## config.mk

```make
export PLATFORM = sky130hd
export DESIGN_NAME = spi_norflash_target_flat
export DESIGN_NICKNAME = d
export VERILOG_FILES = /design/src/rtl/spi_nor_pkg.sv /design/src/rtl/spi_norflash_target_if.sv /design/src/rtl/spi_sync_edge.sv /design/src/rtl/spi_norflash_target.sv /design/src/flat_wrapper.sv
export SDC_FILE = /design/constraint.sdc
export NUM_CORES = 1
export LEC_CHECK = 0
export BUFFER_PORTS_ARGS = -buffer_cell sky130_fd_sc_hd__buf_2
export CORE_MARGIN = 1.5
export CORE_UTILIZATION = 63
export DETAILED_ROUTE_END_ITERATION = 16
export GPL_TIMING_DRIVEN = 1
export PLACE_DENSITY_LB_ADDON = 0.12
export SYNTH_ARGS = -nofsm -noshare
export SYNTH_HDL_FRONTEND = slang
export SYNTH_SLANG_ARGS = --single-unit
```

## constraint.sdc

```tcl
create_clock -name p_clk -period 3.7 [get_ports p_clk]
set_input_delay 0.37 -clock p_clk [delete_from_list [all_inputs] [get_ports p_clk]]
set_output_delay 0.37 -clock p_clk [all_outputs]
set_load 0.01 [all_outputs]
```

## src/rtl/spi_nor_pkg.sv

```systemverilog
// Shared definitions for the SPI NOR flash path.
// Command codes, frame field positions and the target FSM states.
package spi_nor_pkg;

   localparam logic [7:0] CMD_READ   = 8'h01;
   localparam logic [7:0] CMD_WRITE  = 8'h02;
   localparam logic [7:0] CMD_STATUS = 8'h05;

   localparam int CMD_LSB  = 0;
   localparam int CMD_MSB  = 7;
   localparam int ADDR_LSB = 8;
   localparam int ADDR_MSB = 31;

   typedef enum logic [1:0] {
      S_IDLE,
      S_CMD,
      S_DATA,
      S_DONE
   } state_t;

   function automatic logic [7:0] get_cmd(
      input logic [31:0] w
   );
      return w[CMD_MSB:CMD_LSB];
   endfunction

   function automatic logic [23:0] get_addr(
      input logic [31:0] w
   );
      return w[ADDR_MSB:ADDR_LSB];
   endfunction

endpackage

```

## src/rtl/spi_norflash_target_if.sv

```systemverilog
// Word-wide SPI link between controller and flash target.
// The controller is the master; the target is the slave.
interface spi_norflash_target_if;

   logic        s_clk;
   logic        s_css;
   logic [31:0] s_mosi;
   logic [31:0] s_miso;

   modport master (
      output s_clk,
      output s_css,
      output s_mosi,
      input  s_miso
   );

   modport slave (
      input  s_clk,
      input  s_css,
      input  s_mosi,
      output s_miso
   );

endinterface

```

## src/rtl/spi_sync_edge.sv

```systemverilog
// Two-flop synchronizer plus a history flop for edge pulses.
// RST_VAL lets an idle-high input come out of reset without an edge.
module spi_sync_edge #(
   parameter logic RST_VAL = 1'b0
) (
   input  logic clk,
   input  logic rst_n,
   input  logic d,
   output logic q,
   output logic rise,
   output logic fall
);

   logic [2:0] sr;

   // shift the async input through sync and history flops
   always_ff @(posedge clk or negedge rst_n) begin
      if (!rst_n) sr <= {3{RST_VAL}};
      else        sr <= {sr[1:0], d};
   end

   assign q    = sr[1];
   assign rise = sr[1] & ~sr[2];
   assign fall = ~sr[1] & sr[2];

endmodule

```

## src/rtl/spi_norflash_target.sv

```systemverilog
// SPI-side NOR flash target: small resettable word array,
// READ/WRITE/STATUS framing and a program-busy timer.
module spi_norflash_target
   import spi_nor_pkg::*;
#(
   parameter int DEPTH       = 16,
   parameter int AW          = 4,
   parameter int PROG_CYCLES = 8
) (
   input  logic                       p_clk,
   input  logic                       p_resetn,
   spi_norflash_target_if.slave       spi,
   output logic                       busy,
   output logic                       drop
);

   localparam int PW = $clog2(PROG_CYCLES + 1);

   logic          sclk_q, sclk_rise, sclk_fall;
   logic          css_q, css_rise, css_fall;
   logic          unused_sync;
   logic          edge_ok;
   state_t        state, state_d;
   logic          lat_cmd, exec;
   logic [7:0]    cmd_q;
   logic [23:0]   addr_q;
   logic [7:0]    cur_cmd;
   logic [23:0]   cur_addr;
   logic          in_range;
   logic [AW-1:0] idx;
   logic [31:0]   rd_word;
   logic          is_write;
   logic          wr_ok, wr_rej;
   logic [31:0]   miso_q;
   logic [PW-1:0] prog_cnt;
   logic [31:0]   mem [DEPTH];

   spi_sync_edge #(.RST_VAL(1'b0)) u_sclk (
      .clk   (p_clk),
      .rst_n (p_resetn),
      .d     (spi.s_clk),
      .q     (sclk_q),
      .rise  (sclk_rise),
      .fall  (sclk_fall)
   );

   spi_sync_edge #(.RST_VAL(1'b1)) u_css (
      .clk   (p_clk),
      .rst_n (p_resetn),
      .d     (spi.s_css),
      .q     (css_q),
      .rise  (css_rise),
      .fall  (css_fall)
   );

   assign unused_sync = sclk_q ^ sclk_fall;

   // a deselected target ignores clock edges, so a
   // same-cycle css rise always beats sclk_rise
   assign edge_ok = sclk_rise & ~css_q;

   // FSM register
   always_ff @(posedge p_clk or negedge p_resetn) begin
      if (!p_resetn) state <= S_IDLE;
      else           state <= state_d;
   end

   // next state plus the two per-frame edge strobes
   always_comb begin
      state_d = state;
      lat_cmd = 1'b0;
      exec    = 1'b0;
      if (css_rise) begin
         state_d = S_IDLE;
      end else begin
         unique case (state)
            S_IDLE: if (css_fall) state_d = S_CMD;
            S_CMD: if (edge_ok) begin
               lat_cmd = 1'b1;
               state_d = S_DATA;
            end
            S_DATA: if (edge_ok) begin
               exec    = 1'b1;
               state_d = S_DONE;
            end
            default: ;
         endcase
      end
   end

   // command word holds cmd/addr for the data edge
   always_ff @(posedge p_clk or negedge p_resetn) begin
      if (!p_resetn) begin
         cmd_q  <= '0;
         addr_q <= '0;
      end else if (lat_cmd) begin
         cmd_q  <= get_cmd(spi.s_mosi);
         addr_q <= get_addr(spi.s_mosi);
      end
   end

   assign cur_cmd  = lat_cmd ? get_cmd(spi.s_mosi)
                             : cmd_q;
   assign cur_addr = lat_cmd ? get_addr(spi.s_mosi)
                             : addr_q;
   assign in_range = (cur_addr >> AW) == 24'd0;
   assign idx      = cur_addr[AW-1:0];
   assign rd_word  = in_range ? mem[idx] : 32'd0;
   assign is_write = exec && (cur_cmd == CMD_WRITE);
   assign wr_ok    = is_write && in_range && !busy;
   assign wr_rej   = is_write && !(in_range && !busy);

   // response word; unknown commands leave it untouched
   always_ff @(posedge p_clk or negedge p_resetn) begin
      if (!p_resetn) begin
         miso_q <= '0;
      end else if (lat_cmd || exec) begin
         unique case (1'b1)
            (cur_cmd == CMD_READ):   miso_q <= rd_word;
            (cur_cmd == CMD_STATUS): miso_q <= {31'b0, busy};
            default: ;
         endcase
      end
   end

   assign spi.s_miso = miso_q;

   // program timer; busy follows it directly
   always_ff @(posedge p_clk or negedge p_resetn) begin
      if (!p_resetn)           prog_cnt <= '0;
      else if (wr_ok)          prog_cnt <= PW'(PROG_CYCLES);
      else if (prog_cnt != '0) prog_cnt <= prog_cnt - PW'(1);
   end

   assign busy = (prog_cnt != '0);

   // single-cycle rejection pulse on the data edge
   always_ff @(posedge p_clk or negedge p_resetn) begin
      if (!p_resetn) drop <= 1'b0;
      else           drop <= wr_rej;
   end

   // register-file array, cleared by reset
   always_ff @(posedge p_clk or negedge p_resetn) begin
      if (!p_resetn) begin
         for (int i = 0; i < DEPTH; i++) mem[i] <= '0;
      end else if (wr_ok) begin
         mem[idx] <= spi.s_mosi;
      end
   end

endmodule

```

## src/flat_wrapper.sv

```systemverilog
// flat-port wrapper written by rule: the top's interface ports become plain ports
module spi_norflash_target_flat import spi_nor_pkg::*;
#(
   parameter int DEPTH       = 16,
   parameter int AW          = 4,
   parameter int PROG_CYCLES = 8
)
  (p_clk, p_resetn, busy, drop, spi_s_clk, spi_s_css, spi_s_mosi, spi_s_miso);
  spi_norflash_target_if spi_i ();
  input  logic p_clk;
  input  logic p_resetn;
  output logic busy;
  output logic drop;
  input wire logic [$bits(spi_i.s_clk)-1:0] spi_s_clk;
  input wire logic [$bits(spi_i.s_css)-1:0] spi_s_css;
  input wire logic [$bits(spi_i.s_mosi)-1:0] spi_s_mosi;
  output wire logic [$bits(spi_i.s_miso)-1:0] spi_s_miso;
  assign spi_i.s_clk = spi_s_clk;
  assign spi_i.s_css = spi_s_css;
  assign spi_i.s_mosi = spi_s_mosi;
  assign spi_s_miso = spi_i.s_miso;
  spi_norflash_target #(.DEPTH(DEPTH), .AW(AW), .PROG_CYCLES(PROG_CYCLES)) u_core (.p_clk(p_clk), .p_resetn(p_resetn), .spi(spi_i), .busy(busy), .drop(drop));
endmodule
```

# Word-level counts from Yosys, hierarchy flattened
# Cells that the tools add are included.
dict set report totals {
  ramBits 0
  regBits 589
  memories 0
  latch_bits 0
  mem_bits_ro 0
}
dict set report op_classes {
  multipliers 0
  addsub 1
  eq_ne 8
  mux 22
  magnitude_cmp 2
  reduce_logical 17
  n_bitwise 8
  shift 0
  n_div 0
}
# operator count
set op_table {}
lappend op_table {{bitwise mux 512 bit} 1}
lappend op_table {{binary-select mux 32 bit (select 4 bit)} 1}
lappend op_table {{demux 32 bit (select 4 bit)} 1}
lappend op_table {{2-to-1 mux 32 bit} 4}
lappend op_table {{one-hot mux 32 bit (2 select lines)} 1}
lappend op_table {{zero test 24 bit} 1}
lappend op_table {{2-to-1 mux 24 bit} 1}
lappend op_table {{!= test 3 x 1 -> 1 bit, second input constant} 3}
lappend op_table {{equality test 8 x 1 -> 1 bit, second input constant} 1}
lappend op_table {{equality test 8 x 2 -> 1 bit, second input constant} 1}
lappend op_table {{equality test 8 x 3 -> 1 bit, second input constant} 1}
lappend op_table {{2-to-1 mux 2 bit} 4}
lappend op_table {{2-to-1 mux 4 bit} 2}
lappend op_table {{2-to-1 mux 8 bit} 1}
lappend op_table {{nonzero test 4 bit} 2}
lappend op_table {{logical AND 1 bit} 6}
lappend op_table {{one-hot mux 2 bit (3 select lines)} 1}
lappend op_table {{greater-or-equal comparator 5 bit, second input constant} 1}
lappend op_table {{less-than comparator 5 x 1 -> 1 bit, second input constant} 1}
lappend op_table {{2-to-1 mux 1 bit} 5}
lappend op_table {{inverter 4 -> 5 bit} 1}
lappend op_table {{bitwise AND 1 bit} 4}
lappend op_table {{AND reduction 4 bit} 1}
lappend op_table {{nonzero test 2 bit} 2}
lappend op_table {{8 further kinds} 11}

# Logic depth before layout (Yosys ltp)
dict set report logic_depth {
  word_depth 13
  depth_mapped 13
}

# Modules after synthesis
# A second synthesis with hierarchy kept.
dict set report unflattened {
  hier_cells 1885
  hier_area_um2 26319.0
}
# module area_each_um2 seq_area_each_um2 n_inst cells_each
set by_module_without_submodules {}
lappend by_module_without_submodules {spi_norflash_target 26135.1 14589.0 1 1875}
lappend by_module_without_submodules {{spi_sync_edge at u_core.u_css} 93.8 78.8 1 5}
lappend by_module_without_submodules {{spi_sync_edge at u_core.u_sclk} 90.1 75.1 1 5}

# Worst setup path after synthesis
# OpenSTA, ideal clock, no wires.
dict set report synth_timing {
  path_kind {register to register}
  startpoint {register u_core.state[1]}
  endpoint {register u_core.mem[162] (netlist bit)}
  path_stages_with_launch 12
  period_less_slack_ns 3.161
  setup_time_ns 0.125
  setup_slack_ns 0.539
  t_arrival_ns 3.036
  cell_sequence {dfrtp_1 inv_1 ha_1 buf_6 mux2_1 or4b_1 nor3_2 o211ai_4 buf_6 nor4_4 buf_6 mux2_2}
}
dict set report synth_via {
  elab_chain_cells 10
  elab_cells_between_ends 20
}
# element line
set synth_rtl {}
lappend synth_rtl {{start, declared} spi_norflash_target.sv:23} ;# state_t state, state_d;
lappend synth_rtl {{start signal, assigned} spi_norflash_target.sv:65} ;# else state <= state_d;
lappend synth_rtl {{equality test 2 x 1 -> 1 bit} spi_norflash_target.sv:76} ;# unique case (state)
lappend synth_rtl {{2-to-1 mux 1 bit} spi_norflash_target.sv:76}
lappend synth_rtl {{2-to-1 mux 1 bit} spi_norflash_target.sv:73} ;# if (css_rise) begin
lappend synth_rtl {{2-to-1 mux 24 bit} n/a}
lappend synth_rtl {{inverter 4 -> 5 bit (not written as such)} spi_norflash_target.sv:148} ;# mem[idx] <= spi.s_mosi;
lappend synth_rtl {{greater-or-equal comparator 5 bit (not written as such) / less-than comparator 5 x 1 -> 1 bit (equally long branches)} spi_norflash_target.sv:148}
lappend synth_rtl {{logical AND 1 bit (not written as such)} spi_norflash_target.sv:148}
lappend synth_rtl {{2-to-1 mux 32 bit (not written as such)} spi_norflash_target.sv:148}
lappend synth_rtl {{demux 32 bit (select 4 bit)} spi_norflash_target.sv:148}
lappend synth_rtl {{bitwise mux 512 bit} spi_norflash_target.sv:148}
lappend synth_rtl {{end signal, assigned by index} spi_norflash_target.sv:148}
lappend synth_rtl {{end, declared} spi_norflash_target.sv:36} ;# logic [31:0] mem [DEPTH];
# Parallel ways exist; a longest one is shown, timed or not.
# A chain may end at the register's enable or synchronous reset.

# Worst setup path in the final report
dict set report layout_timing {
  startpoint {register u_core.state[1]}
  endpoint {register u_core.mem[407] (netlist bit)}
}
# The elaborated chain is that of the path after synthesis.

==> out/summary.txt <==
==============================================================================
Run status                                                        finished, final reports clean
Clock Tree Buf Depth                                                         3
Synth async-reset ratio                                                 100.0%
First-pass iteration count of the detailed router                            5
Pint                                                                 0.01135 W
Vert. Die Dim                                                         208.2 um
Setup crit start kind                                                 register
Setup Skew                                                          0.02318 ns
Leakage power                                                         14.33 nW
Class of the worst hold path                                      primary input to register
Flip-flop cell with the highest count after synthesis             sky130_fd_sc_hd__dfrtp_1
Post-synth EDFFs                                                             0
Total of max-cap violations                                                  0
Number of global-route vias before repair                               18.73k
# DRC                                                                        0
Synth Register Bits                                                        589
Leading post-synthesis cells by instance count                    586 x sky130_fd_sc_hd__dfrtp_1, 480 x sky130_fd_sc_hd__nand2_1, 474 x sky130_fd_sc_hd__mux2_2
Net Sw Frac                                                             32.92%
Sum of negative setup slack                                               0 ns
Pwr Density                                                       564.4 nW/um^2
Root Buffer Master                                                sky130_fd_sc_hd__clkbuf_16
Top cell type's share of synthesized area                               55.27%
Die Width                                                             208.2 um
Maximum ir drop on the vdd rail                                    0.0004174 V
TritonCTS clock tree                                                     built
Number of buffers inserted by port buffering                                69
Yosys Warn Count                                                             0
H-tree lvl count                                                             2
Combined global-route utilization of all metal layers                   32.80%
Wire length per cell                                                  24.25 um
RSZ-0062 raised after global routing                                        no
Power share of the combinational group                                   25.0%
Total standard cell area after synthesis                            26530 um^2
Global-route wire length before repair                               109200 um
Reg power frac                                                           40.1%
Post_cts resized                                                             0
Area added between synthesis and finish                                 12.96%
Most common cell in the synthesized netlist                       sky130_fd_sc_hd__dfrtp_1
Initial core utilization                                                64.39%
Placer Congestion                                                       0.8118
Fin nets                                                                  2325
FP Rows                                                                     74
Most area-consuming cells after synthesis                         sky130_fd_sc_hd__dfrtp_1 55%, sky130_fd_sc_hd__mux2_2 20%, sky130_fd_sc_hd__nand2_1 6.8%
Hold Buf Count CTS                                                           3
Part of the power in the clock network                                   34.9%
Vias                                                                    18.12k
Area leader, netlist                                              sky130_fd_sc_hd__dfrtp_1
Top-level port count                                                        70
Clock latency on the worst-skew pair                                   0.63 ns
Post-layout util                                                        72.74%
Post-detailed-route via-to-cell ratio                                    6.327
Antenna violations before repair                                             0
Number of setup buffers added after CTS                                      0
1st-iter DRT viols                                                        1618
Switching power                                                     0.005569 W
Fraction of the cycle the final worst path needs                        95.27%
Signal arrival time at the worst endpoint                              4.03 ns
Post-synth net total                                                      2273
Largest net degree at the start of global routing                          116
Total die area                                                      43350 um^2
Cell count after synthesis                                                2233
Top fanout value on the critical path                                       22
Fmax                                                                 283.7 MHz
Number of hold-slack violations in the final timing report                   0
Register area share after synthesis                                     55.57%
Worst Path Required                                                    4.20 ns
Relative slew slack                                                     33.63%
Placeable core region                                               41200 um^2
Global route overflow                                                        0
Synthesized area divided by synthesized cell count                  11.88 um^2
Final critical path time including I/O delays and setup               3.525 ns
Detailed placement HPWL                                               41890 um
Antenna diode count                                                          0
Category of the worst setup path capture point                        register
Count of nets left with antenna violations after detail routing              0
Clock sinks                                                                589
Total CTS buffers                                                           58
Category of the critical setup timing path                        register to register
Total Wirelength                                                      69440 um
Number of endpoints failing setup at the final stage                         0
Pins Over Slew Limit                                                         0
Clock transition at the registers of the reported paths                0.06 ns
Number of different library cells in the post-synthesis netlist             43
Slew at the pin closest to its max-slew limit                        0.9956 ns
Proportion of layout cells with a drive suffix above 1                  33.15%
==============================================================================
[sequential cells by signal, indices dropped and copies added, names as in the netlist, 2 cells and up]
name               cells
u_core.state           2
u_core.cmd_q           8
u_core.spi.s_miso     32
u_core.u_css.sr        3
u_core.prog_cnt        4
u_core.mem           512
u_core.addr_q         24
u_core.u_sclk.sr       3
[area by class of cell]
cell class / count / area (um^2)
clock buffers: 86 / 1698
clock inverters: 21 / 219.0
fillers: 2772 / 11230
inverters: 11 / 48.80
multi-input cells: 1452 / 11060
flip-flops and latches: 589 / 14740
well taps: 532 / 665.6
repair buffers: 173 / 1531
[per-layer routing]
metal	wire [um]	global-route usage, %	vias up
li1	-	-	7943
met1	29180	44.61	9398
met2	33310	53.02	648
met3	4841	6.792	131
met4	2114	10.87	0
met5	0	0	-
[critical path, stage by stage, from the launching register on]
cell and delay [ns]:
sky130_fd_sc_hd__dfrtp_1 0.40, sky130_fd_sc_hd__inv_1 0.08, sky130_fd_sc_hd__ha_1 0.33, sky130_fd_sc_hd__mux2_1 0.37, sky130_fd_sc_hd__or4b_1 0.52, sky130_fd_sc_hd__nor3_2 0.31, sky130_fd_sc_hd__o211ai_4 0.14, sky130_fd_sc_hd__buf_12 0.19
sky130_fd_sc_hd__nor4_4 0.24, sky130_fd_sc_hd__buf_4 0.42, sky130_fd_sc_hd__mux2_2 0.39
[power groups by stage]
| stage | clock network, W | logic (W) | registers, W |
|---|---|---|---|
| after global placement | 0 | 0.00413 | 0.00688 |
| after global routing | 0.00625 | 0.00451 | 0.00680 |
| after detailed placement | 0 | 0.00418 | 0.00689 |
| after floorplan | 0 | 0.00239 | 0.00685 |
| after CTS | 0.00598 | 0.00420 | 0.00678 |
| final | 0.00590 | 0.00423 | 0.00678 |
[cells in the final DEF (no fill, tap or decap), types with 2 or more instances in the layout]
| cell type | synthesis | final |
|---|---|---|
| sky130_fd_sc_hd__nor3_1 | 3 | 3 |
| sky130_fd_sc_hd__buf_2 | 40 | 68 |
| sky130_fd_sc_hd__clkbuf_16 | 0 | 59 |
| sky130_fd_sc_hd__nand4_1 | 33 | 33 |
| sky130_fd_sc_hd__nor4_1 | 13 | 13 |
| sky130_fd_sc_hd__nor2_1 | 12 | 8 |
| sky130_fd_sc_hd__nor3_4 | 3 | 8 |
| sky130_fd_sc_hd__nand3_1 | 122 | 122 |
| sky130_fd_sc_hd__mux2i_4 | 0 | 3 |
| sky130_fd_sc_hd__clkinv_2 | 0 | 12 |
| sky130_fd_sc_hd__buf_4 | 12 | 70 |
| sky130_fd_sc_hd__clkbuf_1 | 112 | 15 |
| sky130_fd_sc_hd__mux2i_1 | 86 | 83 |
| sky130_fd_sc_hd__nand2_1 | 480 | 480 |
| sky130_fd_sc_hd__nor2_2 | 0 | 2 |
| sky130_fd_sc_hd__clkinvlp_4 | 0 | 2 |
| sky130_fd_sc_hd__ha_1 | 4 | 4 |
| sky130_fd_sc_hd__nor4_4 | 2 | 8 |
| sky130_fd_sc_hd__nor2b_1 | 5 | 5 |
| sky130_fd_sc_hd__o21ai_0 | 40 | 40 |
| sky130_fd_sc_hd__a32oi_1 | 79 | 79 |
| sky130_fd_sc_hd__nor4bb_1 | 2 | 2 |
| sky130_fd_sc_hd__dfstp_2 | 3 | 3 |
| sky130_fd_sc_hd__bufinv_16 | 0 | 3 |
| sky130_fd_sc_hd__nand2b_1 | 3 | 3 |
| sky130_fd_sc_hd__clkbuf_8 | 0 | 12 |
| sky130_fd_sc_hd__mux2_2 | 474 | 474 |
| sky130_fd_sc_hd__dfrtp_1 | 586 | 586 |
| sky130_fd_sc_hd__dlygate4sd3_1 | 0 | 3 |
| sky130_fd_sc_hd__or2_2 | 2 | 2 |
| sky130_fd_sc_hd__buf_12 | 0 | 31 |
| sky130_fd_sc_hd__inv_1 | 11 | 9 |
| sky130_fd_sc_hd__nor2_4 | 0 | 2 |
| sky130_fd_sc_hd__and2_2 | 0 | 4 |
| sky130_fd_sc_hd__mux2_1 | 39 | 39 |
| sky130_fd_sc_hd__a21oi_1 | 20 | 20 |
[kinds of logic (layout without fill, tap and decap cells)]
family / Yosys count / after routing / synth area share [%]
muxes: 599 / 599 / 25.02
DFF: 589 / 589 / 55.57
adders and majority gates: 4 / 4 / 0.1887
AOI/OAI and AO/OA: 146 / 146 / 4.009
buffers and inverters: 192 / 291 / 3.301
and+or+nand+nor: 703 / 703 / 11.91
[worst paths after layout]
kind	endpoint	cells past startpoint	slack, ns	from
worst min-delay path	u_core.addr_q[2]	3	0.07	spi_s_mosi[10]
worst min register to register	u_core.u_css.sr[1]	0	0.36	u_core.u_css.sr[0]
worst max-delay path	u_core.mem[407]	10	0.17	u_core.state[1]
max in group asynchronous	u_core.mem[238]	3	2.29	p_resetn
worst max register to register	u_core.mem[407]	10	0.17	u_core.state[1]
min in group asynchronous	u_core.state[1]	2	0.44	p_resetn
[per-stage QoR]
step	cells	setup slack [ns]	power (W)	hold slack, ns	instance area (um^2)
3_5_place_dp	2754	0.2105	0.01107	0.3363	28020
6_report	2864	0.1749	0.01692	0.06923	29970
3_3_place_gp	2754	0.2915	0.01101	0.3457	28020
5_1_grt	2864	0.01783	0.01756	0.07166	29970
4_1_cts	2864	0.1812	0.01696	0.05123	29970
2_1_floorplan	2233	0.5394	0.009239	0.07441	26530
Power figures use the tool's default switching activity.
